--- config.mk ---
export PLATFORM = sky130hd
export DESIGN_NAME = program_loader
export DESIGN_NICKNAME = d
export VERILOG_FILES = /design/src/rtl/program_loader.sv
export SDC_FILE = /design/constraint.sdc
export NUM_CORES = 1
export LEC_CHECK = 0
export CAP_MARGIN = 40
export CORE_MARGIN = 5
export CORE_UTILIZATION = 28
export DETAILED_ROUTE_END_ITERATION = 16
export HOLD_SLACK_MARGIN = 0.06
export SETUP_SLACK_MARGIN = 0.2
export SLEW_MARGIN = 20
export SYNTH_ARGS = -nofsm -noshare
export SYNTH_HDL_FRONTEND = slang
export SYNTH_SLANG_ARGS = --single-unit
export TNS_END_PERCENT = 30
--- constraint.sdc ---
create_clock -name clk -period 6.3 [get_ports clk]
set_input_delay 0.63 -clock clk [delete_from_list [all_inputs] [get_ports clk]]
set_output_delay 0.63 -clock clk [all_outputs]
set_load 0.02 [all_outputs]
--- src/rtl/program_loader.sv ---
// rtl/program_loader.sv - framed byte-stream loader that writes instruction memory and gates core reset
//
// Accepts a byte stream over a valid/ready handshake, assembles little-endian
// 32-bit words and writes them sequentially into instruction memory. The core
// is held in reset until a frame with a correct checksum has been written.
//
// Frame: CNT_LO, CNT_HI, 4*N data bytes, CHK (XOR of all preceding frame bytes).
//
// Ports:
//   clk       in   system clock, rising edge
//   rst       in   synchronous active-high reset
//   in_valid  in   byte on in_data is valid
//   in_data   in   [7:0] stream byte
//   in_ready  out  loader accepts a byte this cycle
//   restart   in   one-cycle pulse, re-arms the loader from DONE or ERR
//   im_we     out  instruction-memory write enable, one pulse per word
//   im_addr   out  [31:0] byte address of the write
//   im_wdata  out  [31:0] word to write
//   core_rst  out  core reset, low only in DONE
//   done      out  frame loaded with good checksum
//   error     out  frame rejected

module program_loader #(
    parameter logic [31:0] BASE_ADDR = 32'h0000_0000,
    parameter int          MAX_WORDS = 1024
) (
    input  logic        clk,
    input  logic        rst,
    input  logic        in_valid,
    input  logic [7:0]  in_data,
    output logic        in_ready,
    input  logic        restart,
    output logic        im_we,
    output logic [31:0] im_addr,
    output logic [31:0] im_wdata,
    output logic        core_rst,
    output logic        done,
    output logic        error
);

    typedef enum logic [2:0] {
        LEN_LO,
        LEN_HI,
        DATA,
        CHECK,
        DONE,
        ERR
    } state_t;

    localparam logic [16:0] MAX_W = MAX_WORDS[16:0];

    state_t      state;
    logic [15:0] cnt;
    logic [15:0] word_cnt;
    logic [1:0]  byte_idx;
    logic [31:0] word_sr;
    logic [7:0]  chk;
    logic        xfer;
    logic [15:0] cnt_next;
    logic [31:0] word_next;

    assign in_ready  = (state == LEN_LO) || (state == LEN_HI) ||
                       (state == DATA)   || (state == CHECK);
    assign xfer      = in_valid && in_ready;
    assign cnt_next  = {in_data, cnt[7:0]};
    // Bytes shift in from the top so the first byte of a word ends up in [7:0].
    assign word_next = {in_data, word_sr[31:8]};

    always_ff @(posedge clk) begin
        if (rst) begin
            state    <= LEN_LO;
            im_we    <= 1'b0;
            im_addr  <= BASE_ADDR;
            im_wdata <= 32'd0;
            core_rst <= 1'b1;
            done     <= 1'b0;
            error    <= 1'b0;
            chk      <= 8'd0;
            byte_idx <= 2'd0;
            word_cnt <= 16'd0;
            cnt      <= 16'd0;
            word_sr  <= 32'd0;
        end else begin
            im_we <= 1'b0;

            // The address advances after the cycle in which the write is presented,
            // so a write pulse always shows the address of its own word.
            if (im_we) begin
                im_addr <= im_addr + 32'd4;
            end

            // The checksum byte itself is excluded from the running XOR.
            if (xfer && state != CHECK) begin
                chk <= chk ^ in_data;
            end

            case (state)
                LEN_LO: begin
                    if (xfer) begin
                        cnt[7:0] <= in_data;
                        state    <= LEN_HI;
                    end
                end
                LEN_HI: begin
                    if (xfer) begin
                        cnt[15:8] <= in_data;
                        if ({1'b0, cnt_next} > MAX_W) begin
                            state <= ERR;
                            error <= 1'b1;
                        end else if (cnt_next == 16'd0) begin
                            state <= CHECK;
                        end else begin
                            state <= DATA;
                        end
                    end
                end
                DATA: begin
                    if (xfer) begin
                        word_sr  <= word_next;
                        byte_idx <= byte_idx + 2'd1;
                        if (byte_idx == 2'd3) begin
                            im_we    <= 1'b1;
                            im_wdata <= word_next;
                            word_cnt <= word_cnt + 16'd1;
                            if (word_cnt == cnt - 16'd1) begin
                                state <= CHECK;
                            end
                        end
                    end
                end
                CHECK: begin
                    if (xfer) begin
                        if (in_data == chk) begin
                            state    <= DONE;
                            done     <= 1'b1;
                            core_rst <= 1'b0;
                        end else begin
                            state <= ERR;
                            error <= 1'b1;
                        end
                    end
                end
                DONE, ERR: begin
                    if (restart) begin
                        state    <= LEN_LO;
                        done     <= 1'b0;
                        error    <= 1'b0;
                        core_rst <= 1'b1;
                        chk      <= 8'd0;
                        byte_idx <= 2'd0;
                        word_cnt <= 16'd0;
                        cnt      <= 16'd0;
                        im_addr  <= BASE_ADDR;
                    end
                end
                default: begin
                    state <= LEN_LO;
                end
            endcase
        end
    end

endmodule

==> results of run 1 <==
## layer usage
| metal | track usage (%) | part of all wire, % | vias up |
|---|---|---|---|
| li1 | - | - | 2596 |
| met5 | 0 | 0 | - |
| met3 | 3.63 | 4.9 | 23 |
| met2 | 19.8 | 45 | 98 |
| met4 | 5.92 | 2.5 | 0 |
| met1 | 16.7 | 48 | 2353 |
## per-stage QoR
step                      cell area (um2)  hold slack [ps]
after floorplan                      5940              432
after global placement               6930              443
after detailed placement             6930              443
after CTS                            7510              447
after global routing                 7510              471
final                                7510              446
## synthesized netlist by cell type, types with 2 or more instances
master and count:
nand2_1 149, dfxtp_1 135, nor2_1 80, a21oi_1 77, xor2_1 50, clkbuf_1 43
nand3_1 34, xnor2_1 29, nand4_1 16, inv_1 13, nor3_1 13, o21ai_0 10
nor4_1 9, and3_1 8, and4_1 6, a31oi_1 5, ha_1 5, or3_1 4
mux2i_1 3, nand2b_1 3, nor3b_1 3, a21boi_1 2, a221oi_1 2, buf_1 2
buf_4 2, nand3b_1 2, nor2b_1 2, nor4b_1 2, o211ai_1 2, o31ai_1 2
or4_1 2
## cell type report
cell class | instances | area (um2)
sequential | 135 | 2700
clock inverter | 14 | 138
fill | 2223 | 13400
tap | 275 | 344
inverter | 13 | 48.8
timing repair buffer | 83 | 813
clock buffer | 18 | 439
multi-input combinational | 543 | 3020
## critical path, stage by stage, from the launching register on
cell       delay [ps]
dfxtp_1           340
nor4_1            720
nand2_1           290
a2111o_1          420
a2111oi_2         360
nand4_1           200
a221oi_2          290
## registers in the layout (all words and copies together), names as in the netlist
register and flops:
im_wdata 32, im_we 1, word_cnt 16, error 1, chk 8, word_sr 24, done 1, core_rst 1
cnt 16, im_addr 30, byte_idx 2, state 3
## report_power, final
group | switching (W) | internal [W] | total [W]
Combinational | 0.0000931 | 0.0000613 | 0.000154
Sequential | 0.0000170 | 0.000867 | 0.000884
Clock | 0.000411 | 0.000564 | 0.000975
Total | 0.000521 | 0.00149 | 0.00201
## kinds of logic after synthesis
kind of cell               synth area share [%]
and+or+nand+nor                            25.8
DFF                                        45.5
buffers and inverters                      4.00
muxes                                     0.506
AOI/OAI and AO/OA                          11.3
other                                    0.0632
adders and majority gates                  1.05
xor gates and xnor gates                   11.7
## cell usage in the layout, fill, tap and decap left out, drive strengths merged, types with 9 or more instances in the layout
cell type	count
nand2	149
dfxtp	135
nor2	80
a21oi	77
clkdlybuf4s50	77
xor2	50
nand3	34
xnor2	29
inv	20
clkbuf	18
nand4	16
nor3	13
o21ai	11
nor4	9
## worst min-delay path by stage
stage	startpoint	end	slack [ps]	cells past startpoint
2_1_floorplan	word_sr[8]	im_wdata[0]	430	2
3_3_place_gp	im_wdata[24]	im_wdata[24]	440	2
3_5_place_dp	word_sr[15]	im_wdata[7]	440	2
4_1_cts	word_sr[15]	im_wdata[7]	450	2
5_1_grt	word_sr[15]	im_wdata[7]	470	2
6_report	word_sr[15]	im_wdata[7]	450	2
==> flow_summary.yaml, run 1 <==
outcome:
  run_status: "finished clean"
cts:
  cts_made_buffers: 17
  cts.path.max_buffers: 2
  clkSinkCount: 135
  cts_resized: 0
  clk_pin_slew_worst_paths_ps: 60
  cts_max_level: 4
  post_cts_buffers: 0
  cts_root_buf: "clkbuf_16"
  clkLatencyLatePin_ps: 420
  cts_hold_buffers: 0
  cts_tree: "done"
setup_path:
  ff2ff_path_depth: 6
  arrival_ps: 3040
  cp-endpoint: "state[0]"
  reg2reg_from: "cnt[0]"
  cp-end-kind: "register"
  crit_start: "cnt[0]"
  r2r-end: "state[0]"
  crit_type: "register to register"
  crit_fanout: 5
  worstPathRequired_ps: 6630
  r2r_setup_slack_ps: 3580
  startpoint_type: "register"
route:
  wl_per_cell_um: 13.8
  drtIter0Drc: 308
  drc_errors: 0
  drt-pass1-iter-count: 4
  totalWireLength_mm: 14.9
  via_count: 5070
  drt-vias-per-instance: 4.69
  ant_nets: 0
floorplanning:
  rows: 53
  dieArea_um2: 24200
  fp.dieW_um: 156
  pin_count: 81
  die_h_um: 156
  start_util_pct: 28.3
  core_um2: 21000
synth:
  async_flop_share_pct: 0
  yosysTopAreaCellShare_pct: 45.5
  synthDistinctLibCells: 54
  synth_warnings: 0
  synthFlopType: "dfxtp_1"
  postSynthCellCount: 738
  synth_area_um2: 5940
  synth_edf_count: 0
  synth_largest_area_cell: "dfxtp_1"
  ys_ff_latch: 135
  synth-seq-area-share_pct: 45.5
  syn_area_per_cell_um2: 8.04
  yosys-top-cells-area: "dfxtp_1 46%, nand2_1 9.4%, xor2_1 7.4%, a21oi_1 6.5%, nor2_1 5.1%"
power:
  cellLeakagePower_nw: 2.60
  vdd_drop_max_uv: 167
  total_power_w: 0.00201
  power_density_nw_per_um2: 268
timing:
  fin_crit_sh_pct: 43.1
  rsz0062_at_grt: "no"
  setup_ws_ps: 3580
  hold_viol: 0
  drv_slew: 0
  report.final.setup_viol: 0
  slew_headroom_pct: 45.4
  finClkSkew_ps: 13.4
  tightest_slew_ps: 819
  fin_setup_tns_ps: 0
  max_freq_mhz: 368
  fin_crit_ps: 2720
cells_and_area:
  drive_above_1_share_pct: 5.83
  diodes: 0
  syn2layout_area_growth_pct: 26.5
  layout.cells.non_filler: 1081
  utilization_pct: 35.8
  final_nets: 810
global_route:
  grt_usage_pct: 12.8
  antenna_found_initial: 0
  grt_pass1_vias: 4946
  grt_pass1_wl_mm: 25.3
  gr-total-overflow: 0
  grt_max_degree: 78
job:
  maxCapViolCount: 0
placed_design:
  dp_cells: 1049
  place_ws_ps: 3200
  globalplace.congestion: 0.809
  portBuffers: 78
  dp_hpwl_mm: 9.98
min_path:
  hold_path.class: "register to register"
Power figures use the tool's default switching activity.
==> inputs of run 2 (changes only) <==
==> constraint.sdc (replaced) <==
create_clock -name clk -period 2.8 [get_ports clk]
set_input_delay 0.28 -clock clk [delete_from_list [all_inputs] [get_ports clk]]
set_output_delay 0.28 -clock clk [all_outputs]
set_load 0.02 [all_outputs]
==> run 2 against run 1 <==
Net effect:
- hold slack lost 240 ps
- cell count increased by 1.7%
- count of clock-buffer cells in the layout up 1
- flip-flop and latch count is the same
- sequential power is 130% higher
- clock power is 140% higher
- combinational power up 150%
==> flow_summary.yaml, run 2 (synthesized netlist as in run 1, its figures left out) <==
cts:
  cts.path.max_buffers: 2
  post_cts_buffers: 0
  clk_pin_slew_worst_paths_ps: 60
  clkLatencyLatePin_ps: 410
  cts_made_buffers: 17
  clkSinkCount: 135
  cts_max_level: 4
  cts_tree: "done"
  cts_hold_buffers: 0
  cts_resized: 0
  cts_root_buf: "clkbuf_16"
global_route:
  grt_pass1_vias: 5029
  antenna_found_initial: 0
  grt_max_degree: 78
  grt_usage_pct: 12.7
  gr-total-overflow: 0
  grt_pass1_wl_mm: 25.2
cells_and_area:
  largest_reg_flops: 32
  regArea_um2: 2700
  fillCellCount: 2198
  layout_commonest_cell: "nand2_1"
  drive_above_1_share_pct: 7.89
  largest_register: "im_wdata"
  syn2layout_area_growth_pct: 30.1
  multi_input_area_um2: 3020
  layout.cells.non_filler: 1099
  biggestRegsByFlops: "im_wdata (32), im_addr (30), word_sr (24)"
  final_nets: 829
  final_cell_mix: "149 x nand2_1, 134 x dfxtp_1, 79 x nor2_1"
  diodes: 0
timing:
  hold_viol: 0
  slew_headroom_pct: 55.3
  fin_crit_ps: 2430
  drv_slew: 0
  fin_crit_sh_pct: 86.8
  tightest_slew_ps: 670
  finClkSkew_ps: 11.1
  fin_setup_tns_ps: 0
  max_freq_mhz: 411
  report.final.setup_viol: 0
  rsz0062_at_grt: "no"
min_path:
  hold_path.class: "input pin to register"
  worstHoldStart: "rst"
  whs_endpoint: "word_sr[16]"
  hold_depth: 3
route:
  drt-vias-per-instance: 4.68
  totalWireLength_mm: 15.0
  drtIter0Drc: 258
  drc_errors: 0
  wl_per_cell_um: 13.7
  ant_nets: 0
  via_count: 5146
  drt-pass1-iter-count: 4
setup_path:
  crit_type: "register to register"
  r2r_setup_slack_ps: 370
  ff2ff_path_depth: 6
  cp-end-kind: "register"
  worstPathRequired_ps: 3130
  r2r-end: "state[0]"
  reg2reg_from: "cnt[9]"
  arrival_ps: 2760
  crit_fanout: 6
  startpoint_type: "register"
placed_design:
  globalplace.congestion: 0.876
  dp_hpwl_mm: 10.5
  dp_cells: 1067
  portBuffers: 78
power:
  vdd_drop_max_uv: 429
  power_density_nw_per_um2: 611
  cellLeakagePower_nw: 2.72
floorplanning:
  start_util_pct: 28.3
  pin_count: 81
  dieArea_um2: 24200
  core_um2: 21000
  die_h_um: 156
  rows: 53
  fp.dieW_um: 156
job:
  maxCapViolCount: 0
outcome:
  run_status: "finished clean"
==> run 2: worst max-delay path by stage <==
stage	startpoint	to	cells past startpoint
after detailed placement	cnt[9]	state[0]	6
after CTS	cnt[9]	state[0]	6
after floorplan	cnt[9]	state[0]	6
after global placement	cnt[9]	state[0]	6
after global routing	cnt[9]	state[0]	6
final	cnt[9]	state[0]	6
==> run 2: stage by stage <==
| stage | setup slack [ps] | area [um2] | hold slack [ps] | utilization [%] | total power (W) |
|---|---|---|---|---|---|
| floorplan | 366 | 5940 | 432 | - | 0.00229 |
| global placement | 288 | 7080 | 439 | 33.8 | 0.00241 |
| detailed placement | 266 | 7080 | 447 | 33.8 | 0.00241 |
| CTS | 253 | 7690 | 358 | 36.7 | 0.00477 |
| global route | 250 | 7720 | 197 | 36.8 | 0.00491 |
| finish | 369 | 7720 | 203 | 36.8 | 0.00472 |
==> run 2: critical path: stages (launching register included) <==
cell       delay [ps]
dfxtp_2           350
or3_4             400
or4_1             470
a2111o_1          400
a2111oi_2         300
nand4_1           160
a221oi_2          270
==> run 2: final cells by class <==
class,instances,area share (%)
clock inverters,12,2.12
repair buffers,102,12.8
flip-flops and latches,135,35.0
multi-input cells,543,39.1
well taps,275,4.46
inverters,13,0.632
clock buffers,19,5.87
==> run 2: power breakdown <==
part	total, W	switching (W)	internal [W]
Combinational	0.000382	0.000215	0.000167
Clock	0.00235	0.000887	0.00146
Sequential	0.00199	0.0000385	0.00195
Total	0.00472	0.00114	0.00358
==> run 2: layer usage <==
layer | track usage [%] | wire (um)
met5 | 0 | 0
met4 | 3.21 | 183
met3 | 3.83 | 799
met2 | 20.6 | 7060
met1 | 16.6 | 6980
==> inputs of run 3 (changes only) <==
--- a/config.mk
+++ b/config.mk
@@ -6,7 +6,7 @@
 export NUM_CORES = 1
 export LEC_CHECK = 0
 export CAP_MARGIN = 40
-export CORE_MARGIN = 5
+export CORE_MARGIN = 3
 export CORE_UTILIZATION = 28
 export DETAILED_ROUTE_END_ITERATION = 16
 export HOLD_SLACK_MARGIN = 0.06
==> run 3 against run 2 <==
Net effect:
- combinational power increased by 1%
- hold slack better by 250 ps
- critical endpoint unchanged
- utilization rose by 0.60 points
- total power up 0.25%
- die area decreased by 5.1%
- clock power hardly changed
- via count about the same
- largest power group unchanged
- sequential power is essentially flat
- wire length shrank 0.59%
- sequential share of layout area up 0.12 points
==> flow_summary.yaml, run 3 (synthesized netlist as in run 1, its figures left out) <==
cts:
  cts_made_buffers: 17
  post_cts_buffers: 0
  cts_tree: "done"
  clk_pin_slew_worst_paths_ps: 60
  clkSinkCount: 135
  cts_root_buf: "clkbuf_16"
  cts.path.max_buffers: 2
  clkLatencyLatePin_ps: 410
  cts_max_level: 4
route:
  drt-pass1-iter-count: 4
  totalWireLength_mm: 14.9
  drt-vias-per-instance: 4.71
  drc_errors: 0
  via_count: 5149
  wl_per_cell_um: 13.7
  ant_nets: 0
  drtIter0Drc: 393
global_route:
  grt_pass1_wl_mm: 24.2
  grt_pass1_vias: 4740
  grt_max_degree: 78
  grt_usage_pct: 13.2
  gr-total-overflow: 0
  antenna_found_initial: 0
min_path:
  hold_path.class: "register to register"
  worstHoldStart: "im_wdata[14]"
  whs_endpoint: "im_wdata[14]"
  hold_depth: 2
timing:
  drv_slew: 0
  setup_ws_ps: 322
  slew_headroom_pct: 46.5
  hold_viol: 0
  whs_ps: 456
  tightest_slew_ps: 802
  finClkSkew_ps: 9.93
  rsz0062_at_grt: "no"
  fin_crit_sh_pct: 88.5
  fin_crit_ps: 2480
  max_freq_mhz: 404
  fin_setup_tns_ps: 0
  report.final.setup_viol: 0
setup_path:
  worstPathRequired_ps: 3120
  cp-end-kind: "register"
  r2r-end: "state[0]"
  ff2ff_path_depth: 6
  r2r_setup_slack_ps: 320
  crit_fanout: 6
  arrival_ps: 2800
  reg2reg_from: "cnt[9]"
  startpoint_type: "register"
  crit_type: "register to register"
floorplanning:
  fp.dieW_um: 152
  start_util_pct: 28.9
  core_um2: 20600
  pin_count: 81
  rows: 52
  dieArea_um2: 23000
  die_h_um: 152
cells_and_area:
  layout_commonest_cell: "nand2_1"
  syn2layout_area_growth_pct: 29.7
  drive_above_1_share_pct: 7.78
  layout.cells.non_filler: 1093
  largest_register: "im_wdata"
  biggestRegsByFlops: "im_wdata (32), im_addr (30), word_sr (24)"
  final_nets: 827
  final_cell_mix: "149 x nand2_1, 133 x dfxtp_1, 79 x nor2_1"
  diodes: 0
  largest_reg_flops: 32
power:
  p_seq_share_pct: 42.1
  total_power_w: 0.00473
  netSwitchingPower_w: 0.00115
  cellLeakagePower_nw: 2.71
  vdd_drop_max_uv: 357
  clkPwrFrac_pct: 49.8
  p_comb_share_pct: 8.2
  p_int_w: 0.00358
  swShare_pct: 24.4
  power_density_nw_per_um2: 614
placed_design:
  globalplace.congestion: 0.888
  dp_cells: 1061
  portBuffers: 78
  place_ws_ps: 253
  dp_hpwl_mm: 10.2
outcome:
  run_status: "finished clean"
job:
  maxCapViolCount: 0
-- run 3: power groups by stage --
| stage | Clock [W] | Sequential (W) | Combinational, W |
|---|---|---|---|
| detailed placement | 0 | 0.00203 | 0.000379 |
| finish | 0.00235 | 0.00199 | 0.000386 |
| global placement | 0 | 0.00203 | 0.000381 |
| CTS | 0.00241 | 0.00199 | 0.000382 |
| global route | 0.00250 | 0.00199 | 0.000426 |
| floorplan | 0 | 0.00202 | 0.000270 |
-- run 3: how the worst max path moves through the flow --
stage                     startpoint        to  slack, ps
final                         cnt[9]  state[0]        320
after global routing          cnt[9]  state[0]        240
after global placement        cnt[9]  state[0]        280
after detailed placement      cnt[9]  state[0]        250
after CTS                     cnt[9]  state[0]        230
after floorplan               cnt[9]  state[0]        370
-- run 3: stage by stage --
step           util [%]  area [um2]
5_1_grt            37.4        7700
3_3_place_gp       34.3        7060
6_report           37.4        7700
3_5_place_dp       34.3        7060
4_1_cts            37.4        7680
2_1_floorplan         -        5940
-- run 3: final cells by class --
class	instances	area, um2
clock inverters	12	165
well taps	270	338
clock buffers	20	457
inverters	13	48.8
fillers	2164	12900
repair buffers	100	953
multi-input cells	543	3030
flip-flops and latches	135	2710
-- run 3: worst max-delay path, stage by stage, from the launching register on --
cell	delay, ps
dfxtp_2	350
or3_4	400
or4_1	470
a2111o_1	420
a2111oi_4	290
nand4_1	180
a221oi_2	280
-- run 3: layer usage --
| layer | GRT usage [%] | vias to the layer above | wire, um |
|---|---|---|---|
| met3 | 3.87 | 14 | 773 |
| li1 | - | 2624 | - |
| met1 | 18.0 | 2395 | 7170 |
| met4 | 3.64 | 0 | 189 |
| met2 | 20.3 | 116 | 6800 |
| met5 | 0 | - | 0 |
-- run 3: timing repair --
action | in CTS | in global routing
endpoints found under the setup margin | 0 | 1
endpoints found under the hold margin | 0 | 0
gates resized for setup | 0 | 3
hold buffers | 0 | 0
